<file path="src/rtl/data_mem_access_ctrl_pkg.sv">
// Shared definitions for the doubleword data-memory access controller:
// funct3 encodings, FSM states, fault codes and the access-size decode.
package mem_access_pkg;

    localparam logic [2:0] F3_LB      = 3'b000;
    localparam logic [2:0] F3_LH      = 3'b001;
    localparam logic [2:0] F3_LW      = 3'b010;
    localparam logic [2:0] F3_LD      = 3'b011;
    localparam logic [2:0] F3_LBU     = 3'b100;
    localparam logic [2:0] F3_LHU     = 3'b101;
    localparam logic [2:0] F3_LWU     = 3'b110;
    localparam logic [2:0] F3_ILLEGAL = 3'b111;

    localparam logic [1:0] CAUSE_NONE     = 2'd0;
    localparam logic [1:0] CAUSE_MISALIGN = 2'd1;
    localparam logic [1:0] CAUSE_RANGE    = 2'd2;
    localparam logic [1:0] CAUSE_ILLEGAL  = 2'd3;

    typedef enum logic [1:0] {
        IDLE = 2'd0,
        RD   = 2'd1,
        WR   = 2'd2,
        DONE = 2'd3
    } state_t;

    typedef enum logic {
        KIND_LOAD  = 1'b0,
        KIND_STORE = 1'b1
    } kind_t;

    // Access width in bytes from the low two funct3 bits: 1, 2, 4 or 8.
    function automatic logic [3:0] accessSize(input logic [1:0] sizeCode);
        logic [3:0] bytes;
        case (sizeCode)
            2'b00:   bytes = 4'd1;
            2'b01:   bytes = 4'd2;
            2'b10:   bytes = 4'd4;
            default: bytes = 4'd8;
        endcase
        return bytes;
    endfunction

endpackage

</file>
<file path="src/rtl/data_mem_access_ctrl_if.sv">
// Doubleword data-memory bus: the controller is the master, the memory the slave.
interface data_mem_access_ctrl_if;

    logic [63:0] Mem_Addr;
    logic [63:0] WriteData;
    logic        Mem_MemRead;
    logic        Mem_MemWrite;
    logic [63:0] ReadData;

    modport master (
        output Mem_Addr,
        output WriteData,
        output Mem_MemRead,
        output Mem_MemWrite,
        input  ReadData
    );

    modport slave (
        input  Mem_Addr,
        input  WriteData,
        input  Mem_MemRead,
        input  Mem_MemWrite,
        output ReadData
    );

endinterface

</file>
<file path="src/rtl/data_mem_access_ctrl_align.sv">
// Combinational lane logic: extracts and extends a load field from a doubleword,
// and merges a sub-doubleword store into the doubleword read back from memory.
module mem_data_align
    import mem_access_pkg::*;
(
    input  logic [2:0]  offset_i,
    input  logic [2:0]  funct3_i,
    input  logic [63:0] readData_i,
    input  logic [63:0] storeData_i,
    output logic [63:0] loadData_o,
    output logic [63:0] mergeData_o
);

    logic [5:0]  bitShift;
    logic [63:0] shifted;
    logic [63:0] fieldMask;

    assign bitShift = {offset_i, 3'b000};
    assign shifted  = readData_i >> bitShift;

    always_comb begin
        loadData_o = shifted;
        case (funct3_i)
            F3_LB:   loadData_o = {{56{shifted[7]}},  shifted[7:0]};
            F3_LH:   loadData_o = {{48{shifted[15]}}, shifted[15:0]};
            F3_LW:   loadData_o = {{32{shifted[31]}}, shifted[31:0]};
            F3_LBU:  loadData_o = {56'd0, shifted[7:0]};
            F3_LHU:  loadData_o = {48'd0, shifted[15:0]};
            F3_LWU:  loadData_o = {32'd0, shifted[31:0]};
            default: loadData_o = shifted;
        endcase
    end

    // Only the low bytes of the store source land in the addressed lanes.
    always_comb begin
        fieldMask = 64'hFFFF_FFFF_FFFF_FFFF;
        case (funct3_i[1:0])
            2'b00:   fieldMask = 64'h0000_0000_0000_00FF;
            2'b01:   fieldMask = 64'h0000_0000_0000_FFFF;
            2'b10:   fieldMask = 64'h0000_0000_FFFF_FFFF;
            default: fieldMask = 64'hFFFF_FFFF_FFFF_FFFF;
        endcase
        mergeData_o = (readData_i & ~(fieldMask << bitShift))
                    | ((storeData_i & fieldMask) << bitShift);
    end

endmodule

</file>
<file path="src/rtl/data_mem_access_ctrl.sv">
// MEM-stage controller that turns RISC-V loads/stores of any width into aligned
// doubleword accesses, using read-modify-write for narrow stores.
module data_mem_access_ctrl
    import mem_access_pkg::*;
#(
    parameter int READ_LATENCY = 1,
    parameter int MEM_BYTES    = 64
) (
    input  logic        clk,
    input  logic        reset,
    input  logic        MemRead,
    input  logic        MemWrite,
    input  logic [2:0]  funct3,
    input  logic [63:0] Addr,
    input  logic [63:0] StoreData,
    output logic        Stall,
    output logic        Done,
    output logic [63:0] LoadData,
    output logic        Fault,
    output logic [1:0]  FaultCause,
    data_mem_access_ctrl_if.master mem
);

    localparam logic [3:0] LastCount = 4'(READ_LATENCY - 1);

    state_t      state_q, state_d;
    logic [3:0]  count_q, count_d;
    logic [63:0] memAddr_q, memAddr_d;
    logic [2:0]  offset_q, offset_d;
    logic [2:0]  funct3_q, funct3_d;
    logic [63:0] storeData_q, storeData_d;
    kind_t       kind_q, kind_d;
    logic [63:0] writeData_q, writeData_d;
    logic [63:0] loadData_q, loadData_d;

    logic        request;
    logic [3:0]  sizeBytes;
    logic [2:0]  alignMask;
    logic [64:0] endAddr;
    logic        illegal;
    logic        outOfRange;
    logic        misaligned;
    logic [1:0]  reqCause;
    logic [63:0] alignedLoad;
    logic [63:0] mergedStore;

    mem_data_align uAlign (
        .offset_i    (offset_q),
        .funct3_i    (funct3_q),
        .readData_i  (mem.ReadData),
        .storeData_i (storeData_q),
        .loadData_o  (alignedLoad),
        .mergeData_o (mergedStore)
    );

    // The end address is formed one bit wider so huge addresses cannot wrap into range.
    always_comb begin
        request    = MemRead | MemWrite;
        sizeBytes  = accessSize(funct3[1:0]);
        alignMask  = 3'(sizeBytes - 4'd1);
        endAddr    = {1'b0, Addr} + {61'd0, sizeBytes};
        illegal    = (MemRead && MemWrite) || (funct3 == F3_ILLEGAL) || (MemWrite && funct3[2]);
        outOfRange = endAddr > 65'(MEM_BYTES);
        misaligned = (Addr[2:0] & alignMask) != 3'd0;
        reqCause   = CAUSE_NONE;
        if (illegal) begin
            reqCause = CAUSE_ILLEGAL;
        end else if (outOfRange) begin
            reqCause = CAUSE_RANGE;
        end else if (misaligned) begin
            reqCause = CAUSE_MISALIGN;
        end
    end

    always_comb begin
        state_d     = state_q;
        count_d     = count_q;
        memAddr_d   = memAddr_q;
        offset_d    = offset_q;
        funct3_d    = funct3_q;
        storeData_d = storeData_q;
        kind_d      = kind_q;
        writeData_d = writeData_q;
        loadData_d  = loadData_q;
        Stall       = 1'b0;
        Done        = 1'b0;
        Fault       = 1'b0;
        FaultCause  = CAUSE_NONE;

        case (state_q)
            IDLE: begin
                if (request && (reqCause != CAUSE_NONE)) begin
                    Fault      = 1'b1;
                    FaultCause = reqCause;
                end else if (request) begin
                    Stall       = 1'b1;
                    memAddr_d   = {Addr[63:3], 3'b000};
                    offset_d    = Addr[2:0];
                    funct3_d    = funct3;
                    storeData_d = StoreData;
                    kind_d      = MemWrite ? KIND_STORE : KIND_LOAD;
                    count_d     = 4'd0;
                    // A full doubleword store needs no read-back.
                    if (MemWrite && (funct3[1:0] == 2'b11)) begin
                        writeData_d = StoreData;
                        state_d     = WR;
                    end else begin
                        state_d = RD;
                    end
                end
            end
            RD: begin
                Stall = 1'b1;
                if (count_q == LastCount) begin
                    count_d = 4'd0;
                    if (kind_q == KIND_LOAD) begin
                        loadData_d = alignedLoad;
                        state_d    = DONE;
                    end else begin
                        writeData_d = mergedStore;
                        state_d     = WR;
                    end
                end else begin
                    count_d = count_q + 4'd1;
                end
            end
            WR: begin
                Stall   = 1'b1;
                state_d = DONE;
            end
            DONE: begin
                Done    = 1'b1;
                state_d = IDLE;
            end
            default: begin
                state_d = IDLE;
            end
        endcase
    end

    always_ff @(posedge clk) begin
        if (reset) begin
            state_q     <= IDLE;
            count_q     <= 4'd0;
            memAddr_q   <= 64'd0;
            offset_q    <= 3'd0;
            funct3_q    <= 3'd0;
            storeData_q <= 64'd0;
            kind_q      <= KIND_LOAD;
            writeData_q <= 64'd0;
            loadData_q  <= 64'd0;
        end else begin
            state_q     <= state_d;
            count_q     <= count_d;
            memAddr_q   <= memAddr_d;
            offset_q    <= offset_d;
            funct3_q    <= funct3_d;
            storeData_q <= storeData_d;
            kind_q      <= kind_d;
            writeData_q <= writeData_d;
            loadData_q  <= loadData_d;
        end
    end

    assign mem.Mem_MemRead  = (state_q == RD);
    assign mem.Mem_MemWrite = (state_q == WR);
    assign mem.Mem_Addr     = memAddr_q;
    assign mem.WriteData    = writeData_q;
    assign LoadData         = loadData_q;

endmodule

</file>
<file path="src/flat_wrapper.sv">
// flat-port wrapper written by rule: the top's interface ports become plain ports
module data_mem_access_ctrl_flat import mem_access_pkg::*;
#(
    parameter int READ_LATENCY = 1,
    parameter int MEM_BYTES    = 64
)
  (clk, reset, MemRead, MemWrite, funct3, Addr, StoreData, Stall, Done, LoadData, Fault, FaultCause, mem_Mem_Addr, mem_WriteData, mem_Mem_MemRead, mem_Mem_MemWrite, mem_ReadData);
  data_mem_access_ctrl_if mem_i ();
  input  logic clk;
  input  logic reset;
  input  logic MemRead;
  input  logic MemWrite;
  input  logic [2:0] funct3;
  input  logic [63:0] Addr;
  input  logic [63:0] StoreData;
  output logic Stall;
  output logic Done;
  output logic [63:0] LoadData;
  output logic Fault;
  output logic [1:0] FaultCause;
  output wire logic [$bits(mem_i.Mem_Addr)-1:0] mem_Mem_Addr;
  output wire logic [$bits(mem_i.WriteData)-1:0] mem_WriteData;
  output wire logic [$bits(mem_i.Mem_MemRead)-1:0] mem_Mem_MemRead;
  output wire logic [$bits(mem_i.Mem_MemWrite)-1:0] mem_Mem_MemWrite;
  input wire logic [$bits(mem_i.ReadData)-1:0] mem_ReadData;
  assign mem_Mem_Addr = mem_i.Mem_Addr;
  assign mem_WriteData = mem_i.WriteData;
  assign mem_Mem_MemRead = mem_i.Mem_MemRead;
  assign mem_Mem_MemWrite = mem_i.Mem_MemWrite;
  assign mem_i.ReadData = mem_ReadData;
  data_mem_access_ctrl #(.READ_LATENCY(READ_LATENCY), .MEM_BYTES(MEM_BYTES)) u_core (.clk(clk), .reset(reset), .MemRead(MemRead), .MemWrite(MemWrite), .funct3(funct3), .Addr(Addr), .StoreData(StoreData), .Stall(Stall), .Done(Done), .LoadData(LoadData), .Fault(Fault), .FaultCause(FaultCause), .mem(mem_i));
endmodule
</file>
<file path="config.mk">
export PLATFORM = sky130hd
export DESIGN_NAME = data_mem_access_ctrl_flat
export DESIGN_NICKNAME = d
export VERILOG_FILES = /design/src/rtl/data_mem_access_ctrl_pkg.sv /design/src/rtl/data_mem_access_ctrl_if.sv /design/src/rtl/data_mem_access_ctrl_align.sv /design/src/rtl/data_mem_access_ctrl.sv /design/src/flat_wrapper.sv
export SDC_FILE = /design/constraint.sdc
export NUM_CORES = 1
export LEC_CHECK = 0
export CAP_MARGIN = 20
export CORE_AREA = 2 2 205 207
export CTS_BUF_LIST = sky130_fd_sc_hd__clkbuf_4 sky130_fd_sc_hd__clkbuf_8
export DETAILED_ROUTE_END_ITERATION = 7
export DIE_AREA = 0 0 207 209
export GPL_TIMING_DRIVEN = 0
export HOLD_SLACK_MARGIN = 0.03
export PLACE_DENSITY = 0.74
export SYNTH_ARGS = -nofsm -noshare
export SYNTH_HDL_FRONTEND = slang
export SYNTH_SLANG_ARGS = --single-unit
</file>
<file path="constraint.sdc">
create_clock -name clk -period 13.8 [get_ports clk]
set_input_delay 3.45 -clock clk [delete_from_list [all_inputs] [get_ports clk]]
set_output_delay 3.45 -clock clk [all_outputs]
set_load 0.02 [all_outputs]
</file>
==> key figures <==
Status
  – Result of the run: completed

Route
  – DRT iter0 DRCs: 1979
  – First drt pass iteration count: 6
  – Remaining DRCs: 0
  – Wirelength, routed: 86.4 mm
  – Number of antenna-violating nets in the routed design: 0
  – WL/cell: about 28 um
  – DR vias: 18654
  – Via density: 6.04

Clock tree
  – Clk_lat worst skew: ~650 ps
  – Root Buffer: clkbuf_8
  – CTS resizes: 0
  – Cts bufs inserted: between 40 and 50
  – CTS Buffer Depth: 3
  – Worst-path clk slew: 50 ps
  – Post-CTS setup buffers: 0
  – CTS HTree Levels: 2
  – Hold-fix buffers, CTS: 0
  – CTS tree: done
  – Clock tree sinks: 266

Finish
  – Commonest cells after routing, fill and taps aside: clkdlybuf4s50_1 (389), nor2_1 (269), dfxtp_1 (266)
  – Final core utilization: 0.527
  – Leading cell type in the layout, fill and taps excluded: clkdlybuf4s50_1
  – Layout area overhead: 34.5%
  – Layout cell share with drive strength beyond 1: 0.0652
  – Final #Nets: about 2700

Synth
  – Netlist cell types: 79
  – Async set-reset flop share out of synthesis: 0
  – Synthesized cell area: 16200 um2
  – Count of warnings emitted by yosys: 0
  – Synth Area in Adders: 0.00974
  – Xor and xnor area share after synthesis: 0.0103
  – Sequential fraction of the synthesis area: 0.329
  – Compound-gate portion of the synthesized area: 0.229
  – Average size of a mapped cell: 7.81 um2
  – Post-synthesis mux area share: 0.132
  – Synth Flop Type: dfxtp_1
  – Cells after Synth: between 2000 and 2500
  – Simple-gate portion of the synthesized area: 0.236
  – Post-synth EDFFs: 0
  – Largest family of logic cells by synthesized area: simple AND/OR/NAND/NOR gates
  – #FFs+latches synth: between 200 and 300

Floorplanning
  – Cell row count: 75
  – Starting Density: 0.392
  – Die ar.: 43300 um2
  – Die X: 207 um
  – Io pins: 398
  – Core area: just over 40000 um2
  – Die H: 209 um

Global route
  – GRT Resource Usage Total: 0.381
  – Largest net degree at the start of global routing: 14
  – Via count of the first global-routing pass: ~18000
  – First-pass GRT wire length: around 120 mm
  – Initial antenna violation count: 2
  – Grt ovf: 0

Timing
  – Crit path time final: approximately 13000 ps
  – Slew HR: 0.301
  – Highest Clock Rate: 77.1 MHz
  – Endpoints failing setup: 0
  – Fin crit share: 0.939
  – Count of final max-slew check failures: 0
  – Final Hold Viols: 0
  – Setup_tns: 0 ps
  – Worst slew pin tran: ~1000 ps
  – Unrepaired setup endpoints after global routing: false
  – Worst Skew: around 32 ps

Setup path
  – Cell family with most CP delay: buffers and inverters
  – Critical path's slowest cell: clkdlybuf4s50_1
  – Worst-path cell chain: clkdlybuf4s50_1, and2_1, ha_1, buf_2, nand3_1, a21oi_1, buf_2, nand4_1, xnor2_1, nor4_1, nand4_1, or4_1, buf_2, nor3_1, buf_2, buf_2, buf_4, nor2_1, nor2_1, clkdlybuf4s50_1
  – Crit path max fanout: 10
  – Critical Path AT: 9510 ps
  – Critical Path End Type: primary output
  – Critical path type: primary input to primary output
  – Most used cell, CP: buf_2
  – Required @ worst endpoint: about 10000 ps
  – Worst setup SP type: primary input
  – Worst path buffer plus inverter count: 8
  – CP peak stage delay: ~610 ps
  – R2R Setup Slk: slightly above 9000 ps

Placement
  – HPWL Detailed: roughly 70 mm
  – GP Congestion: around 1.0
  – Port Buf Inserts: between 300 and 400

Power and ir drop
  – Switching Share: 0.344
  – Comb power frac: 0.275
  – Power Dens Cells: 103 nW/um2
  – LEAKAGE: 7.30 nW
  – Worst VDD drop: 0.0945 mV
  – Reg power frac: 0.377
  – Net switching power: about 0.77 mW
  – Power Internal: 1.47 mW
  – Clock power frac: 0.348

Hold path
  – Hold crit path type: register to register

Run
  – Max cap viols: 0
power groups by stage:
stage / sequential [mW] / clock (mW) / combinational [mW]
2_1_floorplan: 0.906 / 0 / 0.237
5_1_grt: 0.848 / 0.819 / 0.648
3_3_place_gp: 0.858 / 0 / 0.596
3_5_place_dp: 0.859 / 0 / 0.601
6_report: 0.844 / 0.778 / 0.616
4_1_cts: 0.843 / 0.782 / 0.605
metal layers:
metal  routed length, um  global-route usage  vias to the layer above
li1                    -                   -                     8412
met1               34600               0.481                     8974
met2               39200               0.613                     1061
met3                7800              0.0795                      207
met4                4770               0.200                        0
met5                   0                   0                        -
sequential cells by signal (all words and copies together), names as in the netlist:
signal / count
u_core.kind_q: 1
u_core.storeData_q: 64
u_core.mem.WriteData: 64
u_core.LoadData: 64
u_core.mem.Mem_Addr: 61
u_core.state_q: 2
u_core.offset_q: 3
u_core.funct3_q: 3
u_core.count_q: 4
area by class of cell:
class                           instances  area [um2]
Timing Repair Buffer                  391        3910
Clock inverter                          9        62.6
Clock buffer                           72         916
Antenna cell                            1        2.50
Inverter                               31         116
Multi-Input combinational cell       1597       10000
Sequential cell                       266        5330
Buffer                                180         743
Tap cell                              539         674
Fill cell                            4084       19500
cells in the mapped netlist, types with 18 or more instances:
cell type  instances  area, um2
nor4_1            18        113
and2_1            62        388
o211ai_1          20        150
inv_1             30        113
a21oi_1          151        756
clkbuf_1         129        484
buf_1             24       90.1
o41ai_1           26        228
o22ai_1           28        175
o21ai_0          151        756
buf_2             18       90.1
nor2b_1           68        425
nand2_1          148        556
nand3_1           48        240
a211oi_1          50        375
a22oi_1           28        210
mux2_2            32        360
a221oi_1          21        184
mux2i_1          173       1730
dfxtp_1          266       5330
nor2_1           269       1010
nand4_1           40        250
nor3_1            69        345
kinds of logic after synthesis:
family / after synthesis
compound gates: 573
simple gates: 783
flops: 266
xor+xnor: 19
other cells: 1
fa+ha+maj: 12
mux: 207
buf+inv: 211
per-stage QoR:
step	cell area (um2)	std cells	worst slack, ps	hold slack, ps	total power, mW
3_5_place_dp	20800	3004	910	443	1.46
3_3_place_gp	20800	3002	941	442	1.45
6_report	21800	3086	835	455	2.24
4_1_cts	21800	3085	897	460	2.23
5_1_grt	21800	3085	459	472	2.32
2_1_floorplan	16200	2074	3180	455	1.14
final timing paths:
check	from	endpoint	cells past startpoint
setup / recovery	funct3[1]	Stall	20
hold / removal	u_core.mem.Mem_Addr[31]$_SDFFE_PP0P_	u_core.mem.Mem_Addr[31]$_SDFFE_PP0P_	1
setup reg to reg	u_core.offset_q[0]$_SDFFE_PP0P_	u_core.LoadData[5]$_SDFFE_PP0P_	11
hold reg to reg	u_core.mem.Mem_Addr[31]$_SDFFE_PP0P_	u_core.mem.Mem_Addr[31]$_SDFFE_PP0P_	1
Note: power is estimated with default switching activity, not from simulation.
